<file path="src/rtl/crossbar_arbiter.sv">
// Per-output round-robin route allocator: grant in 1 cycle, lock held through the req_last beat.
// Backpressure: a locked winner sees req_ready only while its output's out_ready is high.
module crossbar_arbiter #(
    parameter int N = 8,
    localparam int ROUTE_BITS = $clog2(N)
) (
    input  logic                    clk,
    input  logic                    rst,
    input  logic [N-1:0]            req_valid,
    input  logic [N*ROUTE_BITS-1:0] req_dest,
    input  logic [N-1:0]            req_last,
    output logic [N-1:0]            req_ready,
    input  logic [N-1:0]            out_ready,
    output logic [N*ROUTE_BITS-1:0] route,
    output logic [N-1:0]            route_valid
);

    localparam int IW = ROUTE_BITS + 1;

    typedef enum logic {IDLE, LOCKED} state_t;

    state_t                state_q [N];
    logic [ROUTE_BITS-1:0] win_q   [N];
    logic [ROUTE_BITS-1:0] ptr_q   [N];
    logic [ROUTE_BITS-1:0] win_d   [N];
    logic [N-1:0]          grant_d;
    logic [N-1:0]          release_d;
    logic [IW-1:0]         cand;

    // Scan downwards so the last hit, i.e. the first requester from ptr, wins.
    always_comb begin
        cand = '0;
        for (int j = 0; j < N; j++) begin
            grant_d[j] = 1'b0;
            win_d[j]   = '0;
            for (int k = N - 1; k >= 0; k--) begin
                cand = {1'b0, ptr_q[j]} + IW'(k);
                if (cand >= IW'(N)) begin
                    cand = cand - IW'(N);
                end
                if (req_valid[cand[ROUTE_BITS-1:0]] &&
                    req_dest[int'(cand[ROUTE_BITS-1:0]) * ROUTE_BITS +: ROUTE_BITS] == ROUTE_BITS'(j)) begin
                    grant_d[j] = 1'b1;
                    win_d[j]   = cand[ROUTE_BITS-1:0];
                end
            end
        end
    end

    always_comb begin
        req_ready = '0;
        release_d = '0;
        for (int j = 0; j < N; j++) begin
            if (state_q[j] == LOCKED && out_ready[j] && req_valid[win_q[j]]) begin
                req_ready[win_q[j]] = 1'b1;
                release_d[j]        = req_last[win_q[j]];
            end
        end
    end

    always_ff @(posedge clk) begin
        if (rst) begin
            for (int j = 0; j < N; j++) begin
                state_q[j] <= IDLE;
                win_q[j]   <= '0;
                ptr_q[j]   <= '0;
            end
        end else begin
            for (int j = 0; j < N; j++) begin
                case (state_q[j])
                    IDLE: begin
                        if (grant_d[j]) begin
                            state_q[j] <= LOCKED;
                            win_q[j]   <= win_d[j];
                        end
                    end
                    LOCKED: begin
                        if (release_d[j]) begin
                            state_q[j] <= IDLE;
                            ptr_q[j]   <= (win_q[j] == ROUTE_BITS'(N - 1)) ? '0
                                          : win_q[j] + ROUTE_BITS'(1);
                        end
                    end
                    default: state_q[j] <= IDLE;
                endcase
            end
        end
    end

    for (genvar j = 0; j < N; j++) begin : g_out
        assign route[j*ROUTE_BITS +: ROUTE_BITS] = win_q[j];
        assign route_valid[j]                    = (state_q[j] == LOCKED);
    end

endmodule

</file>
<file path="config.mk">
export PLATFORM = sky130hd
export DESIGN_NAME = crossbar_arbiter
export DESIGN_NICKNAME = d
export VERILOG_FILES = /design/src/rtl/crossbar_arbiter.sv
export SDC_FILE = /design/constraint.sdc
export NUM_CORES = 1
export LEC_CHECK = 0
export CAP_MARGIN = 20
export CORE_MARGIN = 8
export CORE_UTILIZATION = 42
export CTS_CLUSTER_SIZE = 10
export DETAILED_ROUTE_END_ITERATION = 8
export DONT_BUFFER_PORTS = 1
export GPL_ROUTABILITY_DRIVEN = 0
export PLACE_DENSITY = 0.59
export SYNTH_ARGS = -nofsm -noshare
export SYNTH_HDL_FRONTEND = slang
export SYNTH_SLANG_ARGS = --single-unit
</file>
<file path="constraint.sdc">
create_clock -name clk -period 5.8 [get_ports clk]
set_clock_uncertainty 0.05 [all_clocks]
set_input_delay 0 -clock clk [delete_from_list [all_inputs] [get_ports clk]]
set_output_delay 0 -clock clk [all_outputs]
set_load 0.02 [all_outputs]
</file>
==> key figures <==
Status
  • Run status: finished clean

Cells and area
  • Ratio of cells with drive above 1 in the final layout: 0.170
  • Design area: 11900 sq um
  • Final cell count without fillers: 1561
  • Multi-input gate area: 9300 sq um
  • Seq. cell area: around 1700 sq um
  • Layout fillers: 2677
  • Final Core Density: 0.429
  • Final Net Count: 1263
  • P&R area growth vs syn: 0.925%

Drt
  • Via count: 11100
  • Overall routed net length: 39400 microns
  • Initial drt markers: between 1000 and 1500
  • Drt drc: 0
  • Antenna Nets Post-Route: 0
  • DRT Pass-1 Iters: 5
  • Routed wire length per instance: between 20 and 30 microns
  • Drt via density: 7.10

Synthesis
  • Post-synthesis mux area share: 0.287
  • Cell taking the most area after synthesis: mux4_2
  • Post-synth EDFFs: between 50 and 60
  • Synth Area in Simple Gates: 0.260
  • Yosys cell types: around 110
  • Largest family of logic cells by synthesized area: multiplexers
  • Synth Area in Compound Gates: 0.195
  • Most numerous cell in the Yosys netlist: nor2_1
  • Top post-synthesis cells by area: mux4_2 (16%), edfxtp_1 (14%), mux2i_1 (8.0%)
  • Cells after synthesis: 1276
  • XOR/XNOR Fraction of Synth Area: 0.0140
  • Yosys warns: 0
  • Synth cell count leaders: nor2_1 (96), mux2i_1 (94), mux4_2 (83), nand2_1 (78), a21oi_1 (60)
  • Mean Syn Cell Area: 9.22 sq um
  • Sequential share of the synthesized area: 0.143
  • Asr flop ratio synth: 0
  • Synthesized cell area: 11800 sq um
  • Synth top area share: 0.159
  • Post-synth top flop: edfxtp_1
  • Post-synthesis adder-cell area fraction: 0.0340
  • Syn Nets: about 1400
  • FF+latch count, synth: 56

Critical path
  • Worst setup SP type: flop
  • Setup crit end kind: flop
  • Critical path arrival: 3.78 ns
  • CP Class: reg2reg
  • Critical path peak fanout: 17
  • Req. time, crit path: a little under 6 ns

Pwr
  • Sequential Power Share: 0.356
  • Net Sw Power: about 1300 uW
  • Share of total power in the clock network: 0.143
  • Power Density: 225 nW/um^2
  • Logic gate share of total power: 0.501
  • Peak VDD IR: about 150 uV
  • Switching Share: 0.471
  • Leak pwr: 0.00420 uW
  • P_int: 1420 uW

Timing
  • Final WS setup: about 2.0 ns
  • Slew at the pin closest to its max-slew limit: 0.920 ns
  • Slew margin rel.: 0.386
  • Final setup violating endpoints: 0
  • Fmax: 0.266 GHz
  • Final hold vios: 0
  • Post-route clock period utilization: 0.648
  • Fin Setup TNS: 0 ns
  • Unrepaired setup endpoints after global routing: no
  • Minimum clock period: 3.76 ns
  • Pins over their slew limit: 0

Job
  • Number of max-cap violations: 0

Placed design
  • DP Wirelength: 28600 microns
  • Dpl ws: 2.13 ns
  • Area after DPL: 11700 sq um
  • Port bufs: 0
  • Dpl cells: 1550

CTS
  • TritonCTS buffer count: 5
  • Clock root cell: clkbuf_16
  • CTS sink cnt: between 50 and 60
  • Clock-pin slew on the worst setup and hold paths: about 0.080 ns
  • Skew-Pair Late Insertion Delay: 0.32 ns
  • CTS tree: done
  • H-tree Lvls: 2
  • Setup bufs post-CTS: 0
  • Count of cells resized by post-cts repair: 0
  • Clk buf depth: 2

Hold path
  • Type of the worst min-delay path: in2reg

Floorplanning
  • Full die area: 33600 sq um
  • Row cnt: a little over 60
  • Die Wd: around 180 microns
  • Core area: ~28000 sq um
  • Initial core utilization: 0.425
  • Io pins: 90
  • Die Y: roughly 180 microns

Global route
  • Initial antenna violation count: 1
  • Largest net degree at the start of global routing: 41
  • Remaining global-route overflow: 0
  • First-pass GRT wire length: 60600 microns
  • Total GRT Usage: 0.224
  • Vias in the first global route: 10500
-- repair_timing --
action | in CTS | in global routing
setup endpoints to repair | 0 | 0
endpoints found under the hold margin | 84 | 0
hold buffers | 2 | 0
-- area by class of cell --
| cell class | instances | share of cell area |
|---|---|---|
| multi-input combinational | 1058 | 0.782 |
| clock inverter | 3 | 0.00390 |
| tap | 378 | 0.0398 |
| inverter | 56 | 0.0177 |
| antenna | 1 | 0.000211 |
| sequential | 56 | 0.142 |
| clock buffer | 5 | 0.0105 |
| timing repair buffer | 4 | 0.00379 |
-- worst max-delay path, cell delays in order, from the launching register on --
cell      delay [ns]
edfxtp_1        0.78
clkinv_1        0.42
ha_1            0.60
mux4_2          0.59
mux2_2          0.33
a311oi_1        0.26
o21ai_1         0.11
a311oi_1        0.28
nor3_1          0.08
-- through the flow --
stage	hold WS, ns	total power [uW]
final	0.00634	2670
after global routing	0.0348	2840
after CTS	0.00642	2660
after detailed placement	0.161	2270
after floorplan	0.301	2010
after global placement	0.162	2260
-- power groups by stage --
stage / combinational (uW) / clock, uW / sequential (uW)
3_3_place_gp: 1300 / 0 / 955
2_1_floorplan: 1290 / 0 / 720
4_1_cts: 1330 / 387 / 949
5_1_grt: 1470 / 396 / 978
6_report: 1340 / 382 / 951
3_5_place_dp: 1310 / 0 / 958
-- worst paths after layout --
| check | start | endpoint | slack [ns] | depth (start not counted) |
|---|---|---|---|---|
| hold / removal | rst | state_q[0][2] | 0.006 | 2 |
| setup reg to reg | ptr_q[1][0] | win_q[0][14] | 2.04 | 8 |
| setup / recovery | ptr_q[1][0] | win_q[0][14] | 2.04 | 8 |
| hold reg to reg | state_q[0][3] | state_q[0][3] | 0.87 | 1 |
-- cells by family (layout without fill, tap and decap cells) --
kind of cell / count (synthesis) / count (layout)
AOI/OAI and AO/OA: 311 / 311
adders and majority gates: 32 / 32
muxes: 215 / 215
other: 0 / 1
buffers and inverters: 162 / 68
and+or+nand+nor: 482 / 482
xor gates and xnor gates: 18 / 18
DFF: 56 / 56
-- sequential cells by signal, summed over array words and instances, names as in the netlist --
name and count:
ptr_q 24, win_q 24, state_q 8
-- layout by cell type, fill, tap and decap left out, types with 10 or more instances in the layout --
| master | Yosys | routed |
|---|---|---|
| o221ai_1 | 11 | 11 |
| xor2_1 | 10 | 10 |
| o31ai_1 | 10 | 10 |
| o21ai_0 | 42 | 42 |
| nor3_1 | 34 | 34 |
| o22ai_1 | 14 | 14 |
| mux2i_1 | 94 | 94 |
| nor3b_1 | 12 | 12 |
| mux4_2 | 83 | 83 |
| and4bb_2 | 12 | 12 |
| nor2_1 | 96 | 96 |
| nand2b_1 | 31 | 31 |
| a21oi_1 | 60 | 60 |
| mux2_2 | 26 | 26 |
| and2_1 | 21 | 21 |
| nand3_1 | 24 | 24 |
| edfxtp_1 | 56 | 56 |
| o211ai_1 | 14 | 14 |
| and4b_1 | 14 | 14 |
| a31oi_1 | 16 | 16 |
| or2_2 | 16 | 16 |
| nor2b_1 | 14 | 14 |
| inv_1 | 40 | 40 |
| and3_1 | 11 | 11 |
| ha_1 | 32 | 32 |
| or4bb_1 | 10 | 10 |
| nand2_1 | 78 | 78 |
| nand4b_1 | 17 | 17 |
| nand4_1 | 10 | 10 |
-- layer usage --
metal,GRT usage,part of all wire,vias up,routed length [microns]
li1,-,-,4948,-
met1,0.288,0.42,5477,16500
met2,0.368,0.47,562,18600
met3,0.0386,0.075,94,2960
met4,0.0927,0.035,0,1360
met5,0,0,-,0
No activity file was read; power rests on OpenSTA's default activity.
